--- config.mk ---
export PLATFORM = sky130hd
export DESIGN_NAME = fetch_unit
export DESIGN_NICKNAME = d
export VERILOG_FILES = /design/src/rtl/core_pkg.sv /design/src/rtl/pc_next.sv /design/src/rtl/fetch_unit.sv
export SDC_FILE = /design/constraint.sdc
export NUM_CORES = 1
export LEC_CHECK = 0
export BUFFER_PORTS_ARGS = -buffer_cell sky130_fd_sc_hd__buf_2
export CAP_MARGIN = 20
export CORE_UTILIZATION = 42
export CTS_BUF_LIST = sky130_fd_sc_hd__clkbuf_4
export DETAILED_ROUTE_END_ITERATION = 7
export GPL_TIMING_DRIVEN = 0
export PLACE_DENSITY = 0.79
export SYNTH_ARGS = -nofsm -noshare
export SYNTH_HDL_FRONTEND = slang
export SYNTH_SLANG_ARGS = --single-unit
--- constraint.sdc ---
create_clock -name clk -period 1.9 [get_ports clk]
set_input_delay 0.095 -clock clk [delete_from_list [all_inputs] [get_ports clk]]
set_output_delay 0.095 -clock clk [all_outputs]
set_load 0.02 [all_outputs]
--- src/rtl/core_pkg.sv ---
// Shared types and constants for the RV32I core front end.
package core_pkg;

    localparam int DEFAULT_XLEN = 32;
    localparam logic [31:0] NOP_INSTR = 32'h0000_0013;

    typedef enum logic [1:0] {
        REQ,
        WAIT,
        HOLD,
        HALT
    } fetch_state_e;

endpackage

--- src/rtl/pc_next.sv ---
// Next-PC select: sequential PC+4 or word-aligned branch/jump target.
// With FETCH_MISALIGN_TRAP_EN a misaligned taken target is flagged and passed through.
module pc_next #(
    parameter int XLEN = 32
) (
    input  logic [XLEN-1:0] pc,
    input  logic            pc_src,
    input  logic [XLEN-1:0] pc_target,
    output logic [XLEN-1:0] pc_plus4,
    output logic [XLEN-1:0] next_pc
`ifdef FETCH_MISALIGN_TRAP_EN
    ,
    output logic            misalign
`endif
);

    logic [XLEN-1:0] target_aligned;

    assign pc_plus4       = pc + XLEN'(4);
    assign target_aligned = pc_target & ~XLEN'(3);

`ifdef FETCH_MISALIGN_TRAP_EN
    assign misalign = pc_src && (pc_target[1:0] != 2'b00);

    // The trapping PC keeps the raw target so the handler sees the bad address.
    always_comb begin
        next_pc = pc_plus4;
        if (misalign)
            next_pc = pc_target;
        else if (pc_src)
            next_pc = target_aligned;
    end
`else
    assign next_pc = pc_src ? target_aligned : pc_plus4;
`endif

endmodule

--- src/rtl/fetch_unit.sv ---
// Instruction fetch stage: PC register, single-outstanding imem request, Instr hold.
// FETCH_MISALIGN_TRAP_EN adds a sticky misalign_trap output and HALT state.
module fetch_unit
    import core_pkg::*;
#(
    parameter int              XLEN     = DEFAULT_XLEN,
    parameter logic [XLEN-1:0] RESET_PC = '0
) (
    input  logic            clk,
    input  logic            reset,
    input  logic            stall,
    input  logic            PCSrc,
    input  logic [XLEN-1:0] PCTarget,
    output logic            imem_req,
    output logic [XLEN-1:0] imem_addr,
    input  logic            imem_rvalid,
    input  logic [31:0]     imem_rdata,
    output logic [31:0]     Instr,
    output logic [XLEN-1:0] PC,
    output logic [XLEN-1:0] PCPlus4,
    output logic            InstrValid
`ifdef FETCH_MISALIGN_TRAP_EN
    ,
    output logic            misalign_trap
`endif
);

    fetch_state_e    state, state_next;
    logic            latch, consume;
    logic [XLEN-1:0] next_pc;
`ifdef FETCH_MISALIGN_TRAP_EN
    logic            misalign;
`endif

    pc_next #(.XLEN(XLEN)) u_pc_next (
        .pc        (PC),
        .pc_src    (PCSrc),
        .pc_target (PCTarget),
        .pc_plus4  (PCPlus4),
        .next_pc   (next_pc)
`ifdef FETCH_MISALIGN_TRAP_EN
        ,
        .misalign  (misalign)
`endif
    );

    // Request is suppressed in the reset cycle so memory never sees a stale one.
    assign imem_req  = ((state == REQ) || (state == WAIT)) && !reset;
    assign imem_addr = PC;

    always_comb begin
        state_next = state;
        latch      = 1'b0;
        consume    = 1'b0;
        unique case (state)
            REQ: begin
                if (imem_rvalid) begin
                    latch      = 1'b1;
                    state_next = HOLD;
                end else begin
                    state_next = WAIT;
                end
            end
            WAIT: begin
                if (imem_rvalid) begin
                    latch      = 1'b1;
                    state_next = HOLD;
                end
            end
            HOLD: begin
                if (InstrValid && !stall) begin
                    consume    = 1'b1;
                    state_next = REQ;
`ifdef FETCH_MISALIGN_TRAP_EN
                    if (misalign)
                        state_next = HALT;
`endif
                end
            end
            HALT: begin
                state_next = HALT;
            end
        endcase
    end

    always_ff @(posedge clk) begin
        if (reset) begin
            state      <= REQ;
            PC         <= RESET_PC;
            Instr      <= NOP_INSTR;
            InstrValid <= 1'b0;
        end else begin
            state <= state_next;
            if (latch) begin
                Instr      <= imem_rdata;
                InstrValid <= 1'b1;
            end
            if (consume) begin
                PC         <= next_pc;
                InstrValid <= 1'b0;
            end
        end
    end

`ifdef FETCH_MISALIGN_TRAP_EN
    always_ff @(posedge clk) begin
        if (reset)
            misalign_trap <= 1'b0;
        else if (consume && misalign)
            misalign_trap <= 1'b1;
    end
`endif

endmodule

==> reports/metrics.yaml <==
run_status:
  outcome: "complete, but fails checks"
  failed_checks: "setup timing"
final_layout:
  stdcell_count: 875
  n_antenna_cell: 0
  fin_util: 0.751
  fillers: 549
  drive_above_1_share: 0.464
  syn2layout_area_growth_pct: 72.9
  final_net_count: 837
  stdcell_area_um2: 6200
timing:
  setup_violations: 24
  tns_ns: -6.01
  timing.final.crit_share: 1.22
  fin_crit_ns: 2.31
  fin_ws_ns: -0.415
  slew-limit-headroom: 0.550
  hold_viol_final: 0
  fmax_ghz: 0.432
  skew_ns: 0.0182
  worst_hold_slack_ns: 0.0155
  finalMaxSlewViolations: 0
  tightestPinTransition_ns: 0.676
  grt_setup_unrepaired: "true"
synth:
  yosysTopAreaCell: "dfxtp_1"
  synthCells: 468
  syn_area_per_cell_um2: 7.66
  synthTopCellsByCount: "nand2_1, dfxtp_1, a21oi_1, buf_4, nor2_1"
  yosysWarnings: 0
  netlist_area_um2: 3580
  synth_top_cells_by_area: "dfxtp_1, nand2_1, buf_4, a21oi_1, xnor2_1"
  async_flop_share: 0
  synth_cell_types: 42
  synth_top_area_share: 0.363
  synth_seq_area_share: 0.363
  synth_most_common_cell: "nand2_1"
  synth-seq-cells: 65
  yosys_most_used_dff: "dfxtp_1"
  synth-edff-count: 0
detailed_routing:
  viasPerCell: 5.47
  drt_iter0_markers: 455
  routed_wl_um: 14500
  vias: 4783
  drc: 0
  wl_per_cell_um: 16.6
  first_pass_iters: 6
  ant_nets: 0
grt:
  first_global_vias: 4440
  grt_usage: 0.306
  antenna_found_initial: 1
  grt_pass1_wl_um: 20900
  gr-total-overflow: 0
  grt_start_max_net_pins: 11
clock_network:
  clk_latency_ns: 0.41
  htree_num_levels: 3
  cts_made_buffers: 9
  clk_pin_slew_worst_paths_ns: 0.12
  tritoncts: "done"
  clockBufferDepth: 2
  clkSinkCount: 65
  clock-root-buffer: "clkbuf_4"
power:
  pwr-share-comb: 0.210
  clkPwrFrac: 0.269
  p_sw_uw: 859
  switching_share: 0.311
  ir_drop_mv: 0.404
  power_leakage_nw: 3.10
  powerDensity_nw_per_um2: 445
  p_seq_frac: 0.521
  internal_power_mw: 1.90
critical_path:
  crit_chain: "nand4_4, buf_6, buf_12, nor4_4, and4_4, xor2_1, buf_4"
  regToRegSetupSlack_ns: -0.12
  cp_data_arrival_time_ns: 2.22
  critPathLaunchType: "flop"
  cp-end-kind: "output pin"
  rr_endpoint: "PC[30]$_SDFFE_PP0P_"
  crit_path_max_incr_delay_ns: 0.41
  r2r-start: "PC[11]$_SDFFE_PP0P_"
  ff2ff_path_depth: 8
  crit_fanout: 4
  critPathRequiredTime_ns: 1.80
  crit_type: "reg2out"
  critPathTopFamily: "simple AND/OR/NAND/NOR gates"
  worst_path_max_delay_cell: "nor4_4"
  worst-path-buf-inv: 3
hold_path:
  whs_path_depth: 3
  hold-path-endpoint: "PC[4]$_SDFFE_PP0P_"
  hp-class: "in2reg"
  hold_start: "PCTarget[4]"
die:
  fp-row-count: 33
  boundaryPins: 199
  initial_utilization: 0.434
  coreArea_um2: 8260
  die_width_um: 94.4
  die-area_um2: 8910
  fp.dieH_um: 94.4
placed_design:
  dp_cells: 767
  place_area_um2: 4810
  hpwl_um: 8650
  gp_congestion: 0.869
  numPortBuffers: 189
run:
  cap_violations: 0
==> how the worst max path moves through the flow <==
stage,slack [ns],start,cells after the start,end
after global placement,-0.14,PC[2]$_SDFFE_PP0P_,6,PCPlus4[26]
after global routing,-0.48,PC[11]$_SDFFE_PP0P_,7,PCPlus4[24]
after detailed placement,-0.16,PC[2]$_SDFFE_PP0P_,6,PCPlus4[26]
after floorplan,-0.02,PC[7]$_SDFFE_PP0P_,4,PCPlus4[26]
after CTS,-0.44,PC[9]$_SDFFE_PP0P_,6,PCPlus4[26]
final,-0.41,PC[11]$_SDFFE_PP0P_,7,PCPlus4[24]
==> layer usage <==
metal	GRT usage	vias up	share of wire
li1	-	2174	-
met1	0.334	2203	0.36
met2	0.552	344	0.50
met3	0.0813	62	0.10
met4	0.136	0	0.035
met5	0	-	0
==> power by group through the flow <==
stage	Combinational [mW]	Sequential, mW	Clock (mW)
2_1_floorplan	0.216	1.53	0
3_3_place_gp	0.450	1.47	0
3_5_place_dp	0.460	1.48	0
4_1_cts	0.554	1.44	0.750
5_1_grt	0.622	1.44	0.817
6_report	0.581	1.44	0.742
==> per-stage QoR <==
step / setup slack [ns] / power [mW]
final: -0.415 / 2.76
after global routing: -0.484 / 2.88
after CTS: -0.438 / 2.74
after detailed placement: -0.157 / 1.94
after global placement: -0.144 / 1.92
after floorplan: -0.0230 / 1.75
==> logic make-up after synthesis <==
kind of cell             synth area share
AO/OA/AOI/OAI                       0.186
XOR/XNOR                           0.0684
adder cells (fa/ha/maj)           0.00349
buffers and inverters               0.117
flip-flops                          0.363
multiplexers                      0.00838
other                             0.00105
AND/OR/NAND/NOR                     0.252
==> worst min-delay path, delay by kind of cell <==
kind / cells / cell delay, ns
buffers and inverters: 1 / 0.09
AOI/OAI and AO/OA: 2 / 0.21
==> repair_timing <==
action	CTS	global route
buffers inserted	25	17
hold buffers	56	0
hold endpoints to repair	56	0
pin swaps	17	23
resized for setup	55	69
endpoints found under the setup margin	40	42
cloned	0	0
==> flip-flops by register name, indices dropped and copies added, names as in the netlist <==
| name | cells |
|---|---|
| PC | 30 |
| state | 2 |
| InstrValid | 1 |
| Instr | 32 |
==> layout make-up <==
type	count	area, um^2	area share
plain buffers	61	374	0.0603
clock buffers	9	67.6	0.0109
clock inverters	5	23.8	0.00383
inverters	12	45.0	0.00727
multi-input cells	333	2260	0.365
flip-flops and latches	65	1360	0.219
well taps	105	131	0.0212
repair buffers	285	1940	0.313
==> cells in the final DEF (no fill, tap or decap), types with 5 or more instances in the layout <==
cell and count:
buf_2 166, nand2_1 85, buf_4 81, dlygate4sd3_1 56, dfxtp_1 48, a21oi_1 46
nor2_1 24, o21ai_0 23, clkbuf_1 22, buf_6 18, dfxtp_4 13, inv_1 12
nand3_1 11, xnor2_2 10, clkbuf_4 9, o22ai_1 8, a22oi_1 8, o2bb2ai_1 7
nand4_1 6, xnor2_1 6, conb_1 6, nand3_4 5, xor2_2 5, xor2_1 5
and3_4 5, o31a_1 5
Note: power is estimated with default switching activity, not from simulation.
